[src/rtl/sample_circuit_pkg.sv]
`default_nettype none
// ============================================================================
// Module   : sample_circuit_pkg
// Purpose  : Shared types and constants for the sample_circuit BIST engine.
//            - bist_state_e : sweep controller states
//            - N_IN_DEF     : default number of circuit inputs
//            - SETTLE_W     : width of the settle-interval counter
// Revision : 1.0 - initial release
// ============================================================================
package sample_circuit_pkg;

  localparam int N_IN_DEF = 5;
  localparam int SETTLE_W = 4;

  typedef enum logic [1:0] {
    S_IDLE   = 2'd0,
    S_APPLY  = 2'd1,
    S_SAMPLE = 2'd2,
    S_DONE   = 2'd3
  } bist_state_e;

endpackage : sample_circuit_pkg
`default_nettype wire

[src/rtl/bist_settle_timer.sv]
`default_nettype none
// ============================================================================
// Module   : bist_settle_timer
// Purpose  : Counts cycles a stimulus vector has been held and flags the last
//            cycle of the settle interval.
// Ports    : clk        - system clock, rising edge
//            rst_n      - asynchronous active-low reset
//            i_clear    - synchronous clear of the count (wins over enable)
//            i_enable   - advance the count by one this cycle
//            o_expired  - high while enabled and count == SETTLE_CYCLES-1
// Revision : 1.0 - initial release
// ============================================================================
module bist_settle_timer
  import sample_circuit_pkg::*;
#(
  parameter int SETTLE_CYCLES = 2
) (
  input  logic clk,
  input  logic rst_n,
  input  logic i_clear,
  input  logic i_enable,
  output logic o_expired
);

  localparam logic [SETTLE_W-1:0] c_LAST = SETTLE_W'(SETTLE_CYCLES - 1);

  logic [SETTLE_W-1:0] r_cnt;

  always_ff @(posedge clk or negedge rst_n) begin
    if (!rst_n) begin
      r_cnt <= '0;
    end else if (i_clear) begin
      r_cnt <= '0;
    end else if (i_enable) begin
      r_cnt <= r_cnt + SETTLE_W'(1);
    end
  end

  assign o_expired = i_enable && (r_cnt == c_LAST);

endmodule : bist_settle_timer
`default_nettype wire

[src/rtl/sample_circuit_bist.sv]
`default_nettype none
// ============================================================================
// Module   : sample_circuit_bist
// Purpose  : Self-test engine for the 5-input/1-output sample_circuit. Sweeps
//            every input vector, holds each for SETTLE_CYCLES cycles, samples
//            Y for one cycle and compares it with the EXP_TT truth table.
// Ports    : clk            - system clock, rising edge
//            rst_n          - asynchronous active-low reset
//            start          - level, launches a sweep from IDLE/DONE
//            abort          - synchronous abort of a running sweep
//            vec            - {A,B,C,D,E} drive to circuit under test
//            y_in           - Y from circuit under test
//            busy           - sweep in progress (APPLY/SAMPLE)
//            done           - sweep completed, held until next start
//            pass           - valid with done, 1 when no mismatches
//            err_cnt        - mismatch count of last/current sweep
//            first_fail_idx - first mismatching vector, 0 if none
//            fail_seen      - sticky mismatch flag for this sweep
// Revision : 1.0 - initial release
// ============================================================================
module sample_circuit_bist
  import sample_circuit_pkg::*;
#(
  parameter int                        N_IN          = N_IN_DEF,
  parameter int                        SETTLE_CYCLES = 2,
  parameter logic [(2**N_IN)-1:0]      EXP_TT        = 32'hA5A5_A5A5
) (
  input  logic            clk,
  input  logic            rst_n,
  input  logic            start,
  input  logic            abort,
  output logic [N_IN-1:0] vec,
  input  logic            y_in,
  output logic            busy,
  output logic            done,
  output logic            pass,
  output logic [N_IN:0]   err_cnt,
  output logic [N_IN-1:0] first_fail_idx,
  output logic            fail_seen
);

  bist_state_e     r_state;
  bist_state_e     w_state_nxt;

  logic [N_IN-1:0] r_idx;
  logic [N_IN-1:0] r_vec;
  logic            r_done;
  logic            r_pass;
  logic [N_IN:0]   r_err_cnt;
  logic [N_IN-1:0] r_ffi;
  logic            r_fail_seen;

  logic            w_idle_or_done;
  logic            w_busy;
  logic            w_launch;
  logic            w_abort;
  logic            w_expired;
  logic            w_last;
  logic            w_mismatch;
  logic [N_IN:0]   w_err_nxt;

  assign w_idle_or_done = (r_state == S_IDLE) || (r_state == S_DONE);
  assign w_busy         = (r_state == S_APPLY) || (r_state == S_SAMPLE);
  assign w_launch       = w_idle_or_done && start;
  assign w_abort        = w_busy && abort;
  assign w_last         = &r_idx;

  // Y is captured only on the edge that leaves SAMPLE, so anything y_in does
  // while the vector is still settling never reaches the comparator. An
  // aborted SAMPLE cycle is not scored.
  assign w_mismatch = (r_state == S_SAMPLE) && !abort && (y_in != EXP_TT[r_idx]);
  assign w_err_nxt  = r_err_cnt + {{N_IN{1'b0}}, w_mismatch};

  // The count restarts from zero on every entry into APPLY.
  bist_settle_timer #(
    .SETTLE_CYCLES (SETTLE_CYCLES)
  ) u_settle (
    .clk       (clk),
    .rst_n     (rst_n),
    .i_clear   (r_state != S_APPLY),
    .i_enable  (r_state == S_APPLY),
    .o_expired (w_expired)
  );

  always_ff @(posedge clk or negedge rst_n) begin
    if (!rst_n) begin
      r_state <= S_IDLE;
    end else begin
      r_state <= w_state_nxt;
    end
  end

  always_comb begin
    w_state_nxt = r_state;
    unique case (r_state)
      S_IDLE, S_DONE: begin
        if (start) w_state_nxt = S_APPLY;
      end
      S_APPLY: begin
        if (abort)          w_state_nxt = S_IDLE;
        else if (w_expired) w_state_nxt = S_SAMPLE;
      end
      S_SAMPLE: begin
        if (abort)       w_state_nxt = S_IDLE;
        else if (w_last) w_state_nxt = S_DONE;
        else             w_state_nxt = S_APPLY;
      end
      default: w_state_nxt = S_IDLE;
    endcase
  end

  always_ff @(posedge clk or negedge rst_n) begin
    if (!rst_n) begin
      r_idx       <= '0;
      r_vec       <= '0;
      r_done      <= 1'b0;
      r_pass      <= 1'b0;
      r_err_cnt   <= '0;
      r_ffi       <= '0;
      r_fail_seen <= 1'b0;
    end else if (w_launch) begin
      r_idx       <= '0;
      r_vec       <= '0;
      r_done      <= 1'b0;
      r_pass      <= 1'b0;
      r_err_cnt   <= '0;
      r_ffi       <= '0;
      r_fail_seen <= 1'b0;
    end else if (w_abort) begin
      // Partial error statistics are kept for post-mortem inspection.
      r_idx  <= '0;
      r_vec  <= '0;
      r_done <= 1'b0;
      r_pass <= 1'b0;
    end else if (r_state == S_SAMPLE) begin
      r_err_cnt <= w_err_nxt;
      if (w_mismatch && !r_fail_seen) begin
        r_ffi       <= r_idx;
        r_fail_seen <= 1'b1;
      end
      if (w_last) begin
        // vec stays on the final vector while results are presented.
        r_done <= 1'b1;
        r_pass <= (w_err_nxt == '0);
      end else begin
        r_idx <= r_idx + N_IN'(1);
        r_vec <= r_idx + N_IN'(1);
      end
    end
  end

  assign vec            = r_vec;
  assign busy           = w_busy;
  assign done           = r_done;
  assign pass           = r_pass;
  assign err_cnt        = r_err_cnt;
  assign first_fail_idx = r_ffi;
  assign fail_seen      = r_fail_seen;

endmodule : sample_circuit_bist
`default_nettype wire
[config.mk]
export PLATFORM = sky130hd
export DESIGN_NAME = sample_circuit_bist
export DESIGN_NICKNAME = d
export VERILOG_FILES = /design/src/rtl/sample_circuit_pkg.sv /design/src/rtl/bist_settle_timer.sv /design/src/rtl/sample_circuit_bist.sv
export SDC_FILE = /design/constraint.sdc
export NUM_CORES = 1
export LEC_CHECK = 0
export CELL_PAD_IN_SITES_DETAIL_PLACEMENT = 0
export CELL_PAD_IN_SITES_GLOBAL_PLACEMENT = 1
export CORE_ASPECT_RATIO = 0.6
export CORE_MARGIN = 3
export CORE_UTILIZATION = 44
export CTS_BUF_LIST = sky130_fd_sc_hd__clkbuf_8
export CTS_CLUSTER_SIZE = 12
export DETAILED_ROUTE_END_ITERATION = 8
export PLACE_DENSITY = 0.89
export SYNTH_ARGS = -nofsm -noshare
export SYNTH_HDL_FRONTEND = slang
export SYNTH_SLANG_ARGS = --single-unit
[constraint.sdc]
create_clock -name clk -period 5.7 [get_ports clk]
set_input_delay 1.425 -clock clk [delete_from_list [all_inputs] [get_ports clk]]
set_output_delay 1.425 -clock clk [all_outputs]
set_load 0.02 [all_outputs]
# ---- Yosys cells after proc, flatten, opt, wreduce, memory -nomap -nowiden
# Memory sizes are Yosys's and may differ from the RTL's.
# Index checks and enable logic that the tools add are counted.
dict set report word_totals {
  regBits 25
  mem_bits_ro 32
  in_bits 5
  out_inout_bits 20
  wordCells 79
  n_memories 1
}
# memory words width read_ports rd_ports_with_merged_regs write_ports line_no
set mem_list {}
lappend mem_list {{(no name shown)} 32 1 1 0 0 sample_circuit_bist.sv:71} ;# assign w_mismatch = (r_state == S_SAMPLE) && !abort && (y_in != EXP_TT[r_idx]);
dict set report classes {
  n_addsub 3
  n_lt_le_gt_ge 1
  eq_ne 10
  n_mux 32
  reduce_logical 24
}
# operator n
set op_table {}
lappend op_table {{$mux W5} 8}
lappend op_table {{$mux W6} 3}
lappend op_table {{$mux W1} 13}
lappend op_table {{$mux W2} 5}
lappend op_table {{$mux W4} 2}
lappend op_table {{$reduce_and A2 Y1} 4}
lappend op_table {{$add A6 B1 Y6} 1}
lappend op_table {{$logic_and A1 B1 Y1} 6}
lappend op_table {{$logic_not A6 Y1} 1}
lappend op_table {{$lt A5 B6 Y1 const B} 1}
lappend op_table {{$ne A3 B3 Y1 const B} 2}
lappend op_table {{$pmux W2 S3} 1}
lappend op_table {{$reduce_bool A2 Y1} 3}
lappend op_table {{$reduce_bool A3 Y1} 2}
lappend op_table {{$add A5 B1 Y5 const B} 1}
lappend op_table {{$reduce_and A5 Y1} 1}
lappend op_table {{$add A4 B1 Y4 const B} 1}
lappend op_table {{$eq A2 B2 Y1 const B} 2}
lappend op_table {{$eq A4 B1 Y1 const B} 1}
lappend op_table {{$ne A2 B2 Y1 const B} 2}
lappend op_table {{$reduce_and A3 Y1} 1}
lappend op_table {{$eq A2 B1 Y1 const B} 1}
lappend op_table {{$logic_not A1 Y1} 2}
lappend op_table {{$logic_not A2 Y1} 1}
lappend op_table {{other kinds (4)} 5}

# ---- Logic depth before layout (Yosys ltp)
dict set report depth {
  word_depth 10
  depth_mapped 10
  mapped_depth_nobuf 10
}

# ---- Hierarchy
# A second synthesis with hierarchy kept.
dict set report hier_totals {
  cells_unflattened 138
  area_unflattened_um2 1382.6
}
# module instances cells_each area_per_inst_um2 seq_area_each_um2
set by_module_without_submodules {}
lappend by_module_without_submodules {sample_circuit_bist 1 117 1141.1 525.5}
lappend by_module_without_submodules {bist_settle_timer 1 21 241.5 100.1}

# ---- Worst setup path after synthesis
# OpenSTA, ideal clock, no wires.
dict set report synth_timing {
  path_kind {input port to flip-flop}
  startpoint {input port y_in}
  endpoint {register r_pass (netlist: pass)}
  setup_time_ns 0.101
  arrival_time_ns 2.815
  slack_ns 2.784
  stages 8
  path_buffers 0
  cell_sequence {xnor3_1 -> nand2b_1 -> inv_1 -> ha_1 -> ha_1 -> nor4_4 -> nand3b_1 -> o32ai_1}
}
dict set report synth_between {
  elab_chain_len 8
}
# item line_no
set synth_lines {}
lappend synth_lines {{start: declaration} sample_circuit_bist.sv:33} ;# input logic y_in,
lappend synth_lines {{$ne A1 B1 Y1} sample_circuit_bist.sv:71}
lappend synth_lines {{$logic_and A1 B1 Y1} sample_circuit_bist.sv:71}
lappend synth_lines {{$add A6 B1 Y6} sample_circuit_bist.sv:72} ;# assign w_err_nxt = r_err_cnt + {{N_IN{1'b0}}, w_mismatch};
lappend synth_lines {{$logic_not A6 Y1} sample_circuit_bist.sv:144} ;# r_pass <= (w_err_nxt == '0);
lappend synth_lines {{$mux W1} sample_circuit_bist.sv:141} ;# if (w_last) begin
lappend synth_lines {{$mux W1} sample_circuit_bist.sv:135} ;# end else if (r_state == S_SAMPLE) begin
lappend synth_lines {{$mux W1} sample_circuit_bist.sv:129} ;# end else if (w_abort) begin
lappend synth_lines {{$mux W1} sample_circuit_bist.sv:121} ;# end else if (w_launch) begin
lappend synth_lines {{end signal: assignment} sample_circuit_bist.sv:144}
lappend synth_lines {{end: declaration} sample_circuit_bist.sv:48} ;# logic r_pass;
# Every way passes these cells. The select of a mux whose other input is x is not followed.
# A chain may end at the register's enable or synchronous reset.

# ---- Worst setup path after layout
dict set report layout_timing {
  startpoint {input port abort}
  endpoint {register r_pass (netlist: pass)}
}
dict set report layout_between {
  elab_chain_len 9
  word_cells_on_any_way 13
}
# item line_no
set layout_lines {}
lappend layout_lines {{start: declaration} sample_circuit_bist.sv:31} ;# input logic abort,
lappend layout_lines {{$logic_not A1 Y1} sample_circuit_bist.sv:71}
lappend layout_lines {{$logic_and A1 B1 Y1 (2 in series)} sample_circuit_bist.sv:71}
lappend layout_lines {{$add A6 B1 Y6} sample_circuit_bist.sv:72}
lappend layout_lines {{$logic_not A6 Y1} sample_circuit_bist.sv:144}
lappend layout_lines {{$mux W1} sample_circuit_bist.sv:141}
lappend layout_lines {{$mux W1} sample_circuit_bist.sv:135}
lappend layout_lines {{$mux W1} sample_circuit_bist.sv:129}
lappend layout_lines {{$mux W1} sample_circuit_bist.sv:121}
# Several ways; a longest one is shown, not always the timed one. The select of a mux whose other input is x is not followed.

==> results <==
- The peak ir drop on the vdd network is 159 uV.
- The register area is about 630 sq um.
- The largest net degree at the start of global routing is 26.
- Setup slack closes at between 2 and 2.5 ns.
- The detail route stage leaves a number of antenna-violating nets equal to 0.
- By area the synthesized netlist is led by dfrtp_1, ha_1, mux2i_1, nand2_1, a22o_1.
- Of the total power, the share spent switching nets is 0.380.
- Cell internal power was estimated by the tool at 0.332 mW.
- The most instantiated library cell after synthesis is dfrtp_1.
- The layer flagged by global routing as most heavily used is met2.
- After layout, the minimum clock period comes to 3.34 ns.
- For this run, the number of Yosys warnings is 0.
- The post-synthesis cell type count is 32.
- Among all flip-flop cells after synthesis, the most frequent one is dfrtp_1.
- In this run, synthesis produced a sequential element count of 25.
- The share of flip-flops with an asynchronous set or reset after synthesis is 1.00.
- For flop-to-flop paths, the worst setup slack is 3.28 ns.
- Of the synthesized area, sequential elements account for 0.470.
- The placed cell area is 1590 sq um.
- The synthesized area is around 1300 sq um.
- The core region is 2680 sq um.
- The floorplan has 14 rows.
- The share of synthesized area in the top cell type comes to 0.470.
- For this design, the slowest cell found on the critical path is clkdlybuf4s50_1.
- The number of antenna violations at the first check in global routing is 0.
- The post-CTS clock slew at the launch and capture registers of the worst setup and hold paths is 0.10 ns.
- The clock network fraction of design power is 0.207.
- The biggest cell delay along the critical path is 0.51 ns.
- The startpoint of the lowest-slack register-to-register path is vec[0]$_DFFE_PN0P_.
- The data required time of the worst path is 5.87 ns.
- The number of levels the H-tree was split into is 1.
- Before CTS, the worst setup slack after placement is 2.04 ns.
- The worst reg2reg path depth is 8.
- The die width is approximately 77 um.
- The post-route non-filler standard cell count is 192.
- The worst setup path is captured at a register.
- The count of unresolved DRC violations after routing is 0.
- The maximum root-to-sink buffer count is 2.
- The placed wire-length estimate after detailed placement is approximately 2200 um.
- The worst-case clock skew is 0.0126 ns.
- 25 I/O pins were placed.
- Adding up every negative setup slack in the final design gives 0 ns.
- The total of cells resized after clock tree synthesis is 0.
- In the global route stage, met3 resource usage came out at 0.0463.
- The ratio of cells with drive above 1 in the final layout is 0.0526.
- The count of pins over their slew limit is 0.
- The residual overflow from global routing is 0.
- Yosys mapped a number of flops with a built-in enable equal to 0.
- For this design the ratio of total power to cell area is 327 nW/um^2.
- Setup repair after global routing left no endpoint under its margin.
- The global-route wire length before repair is 5120 um.
- The met2 track demand over resource is 0.260.
- The CTS tree is built.
- The area enclosed by the die boundary is 3740 sq um.
- For the worst-skew pair, the clock arrives at the later sink with an insertion delay of between 0.2 and 0.3 ns.
- The count of maximum capacitance violations is 0.
- Counting instances in the post-synthesis netlist gives the leading cell types as dfrtp_1, nand2_1, nor2_1.
- The via count of the first global-routing pass is just over 1000.
- Once placement completed, the tool counted placed cells totaling approximately 190.
- STA classifies the critical path startpoint as a primary input.
- Across every metal layer, demand over resource in global routing totals 0.172.
- Data arrives at the worst endpoint at 3.51 ns.
- The number of setup buffers added after CTS is 0.
- The multi-input logic area is 652 sq um.
- The number of buffers inserted by hold repair at cts is 0.
- Dividing the final minimum period by the clock period gives 0.587.
- The static leakage is 0.733 nW.
- 0 antenna diodes ended up in the layout.
- The mean number of vias per cell is ~5.3.
- The maximum fanout count along the critical path is 4.
- The average cell area after synthesis is just over 10 sq um.
- At the end of the flow, the number of nets in the layout was approximately 170.
- After technology mapping, the gate count stands at roughly 130.
- Before antenna repair, the detailed router went through 4 iterations.
- The endpoint identified for the worst register-to-register timing path is pass$_DFFE_PN0P_.
- The maximum clock rate is between 0.2 and 0.3 GHz.
- The sequential fraction of design power is 0.401.
- The total wire length after detailed routing is slightly below 3000 um.
- At the end of routability-driven placement, the weighted congestion stood at 0.843.
- Buffers placed on the I/O ports in this run total 24.
- The part of the power in combinational logic is 0.392.
- The root buffer cell chosen for the clock tree is clkbuf_8.
- The net count of the mapped netlist is roughly 140.
- Relative to the synthesized area, the layout overhead comes to 23.3%.
- The total power after layout is around 0.54 mW.
- The worst setup path is of the in2reg kind.
- The count of endpoints failing hold in the final timing report was 0.
- The cell type with the highest aggregate area in the netlist is dfrtp_1.
- Along the worst hold path, the cell count comes to 1.
- From bottom edge to top edge, the die measures 48.6 um.
- The run finished with clean final reports.
- The finished cells cover between 1500 and 2000 sq um.
- The violation count after the first detailed-routing iteration is 50.
- The worst min-delay path class is reg2reg.
- The worst hold path begins at u_settle.r_cnt[0]$_DFF_PN0_.
- The transition time of the tightest slew-check pin is 1.12 ns.
- Across all layers, the routed design uses 1009 vias.
- The clock sink count is 25.
- The detailed-route wire length per cell is approximately 16 um.
- The critical path goes through clkdlybuf4s50_1, nand2b_1, nand2b_1, inv_1, ha_1, ha_1, nor4_4, nand3b_1, o32ai_1.
- The global routing usage on met1 is 0.254.
- For this configuration, the core starts out at a cell density of 0.496.
- The switching component of the power is between 0.2 and 0.25 mW.
- TritonCTS created 3 clock buffers.
- The hold-critical path endpoint is u_settle.r_cnt[0]$_DFF_PN0_.
- The tightest slew margin relative to the limit is 0.251.
- The layout has roughly 230 filler cells.
- Setup violations remaining at the end of the flow were counted as 0.
-- power by group through the flow --
stage / combinational, mW / clock (mW) / sequential (mW)
6_report: 0.210 / 0.111 / 0.215
5_1_grt: 0.233 / 0.119 / 0.219
4_1_cts: 0.210 / 0.110 / 0.215
3_5_place_dp: 0.209 / 0 / 0.219
3_3_place_gp: 0.204 / 0 / 0.217
2_1_floorplan: 0.161 / 0 / 0.217
-- worst max-delay path by stage --
| stage | start | endpoint | depth (start not counted) |
|---|---|---|---|
| after CTS | abort | pass$_DFFE_PN0P_ | 9 |
| after floorplan | y_in | pass$_DFFE_PN0P_ | 8 |
| after global placement | y_in | pass$_DFFE_PN0P_ | 9 |
| after detailed placement | abort | pass$_DFFE_PN0P_ | 9 |
| final | abort | pass$_DFFE_PN0P_ | 9 |
| after global routing | abort | pass$_DFFE_PN0P_ | 9 |
-- logic make-up after synthesis --
group           share of synthesized area
xor+xnor                           0.0696
simple gates                        0.184
buf+inv                            0.0395
flops                               0.470
mux                                0.0640
compound gates                     0.0969
fa+ha+maj                          0.0753
-- final cells by class --
cell class,instances,area share
clock inverters,1,0.00305
clock buffers,3,0.0252
multi-input cells,92,0.397
repair buffers,24,0.146
inverters,7,0.0160
well taps,40,0.0305
flip-flops and latches,25,0.381
-- state kept, by name, indices dropped and copies added (netlist names) --
register,count
err_cnt,6
first_fail_idx,5
vec,5
u_settle.r_cnt,4
r_state,2
done,1
fail_seen,1
pass,1
-- cells in the final DEF (no fill, tap or decap), types with 2 or more instances in the layout --
| cell | synthesis | layout |
|---|---|---|
| dfrtp_1 | 25 | 25 |
| clkdlybuf4s50_1 | 0 | 24 |
| nand2_1 | 17 | 17 |
| nor2_1 | 11 | 11 |
| ha_1 | 8 | 8 |
| inv_1 | 7 | 7 |
| mux2i_1 | 7 | 7 |
| a22o_1 | 5 | 5 |
| a21oi_1 | 5 | 5 |
| xor2_1 | 4 | 4 |
| xnor2_1 | 4 | 4 |
| o21ai_0 | 4 | 4 |
| nor2b_1 | 3 | 3 |
| and2_1 | 3 | 3 |
| nand3_1 | 3 | 3 |
| nand2b_1 | 3 | 3 |
| clkbuf_8 | 0 | 3 |
| nand3b_1 | 2 | 2 |
-- stage by stage --
stage / hold slack, ns / utilization
3_5_place_dp: 0.488 / 0.595
6_report: 0.500 / 0.612
2_1_floorplan: 0.456 / -
3_3_place_gp: 0.475 / 0.595
4_1_cts: 0.501 / 0.612
5_1_grt: 0.526 / 0.612
-- worst max-delay path, delay by kind of cell --
family | cells | cell delay [ns]
and+or+nand+nor | 4 | 0.70
buffers and inverters | 2 | 0.57
AOI/OAI and AO/OA | 1 | 0.29
adders and majority gates | 2 | 0.52
-- per-layer routing --
metal,wire [um],up-vias,part of all wire
met5,0,-,0
met4,8,0,0.0027
met3,132,2,0.044
met2,1260,26,0.42
met1,1570,496,0.53
li1,-,485,-
(Power assumes the default switching activity.)
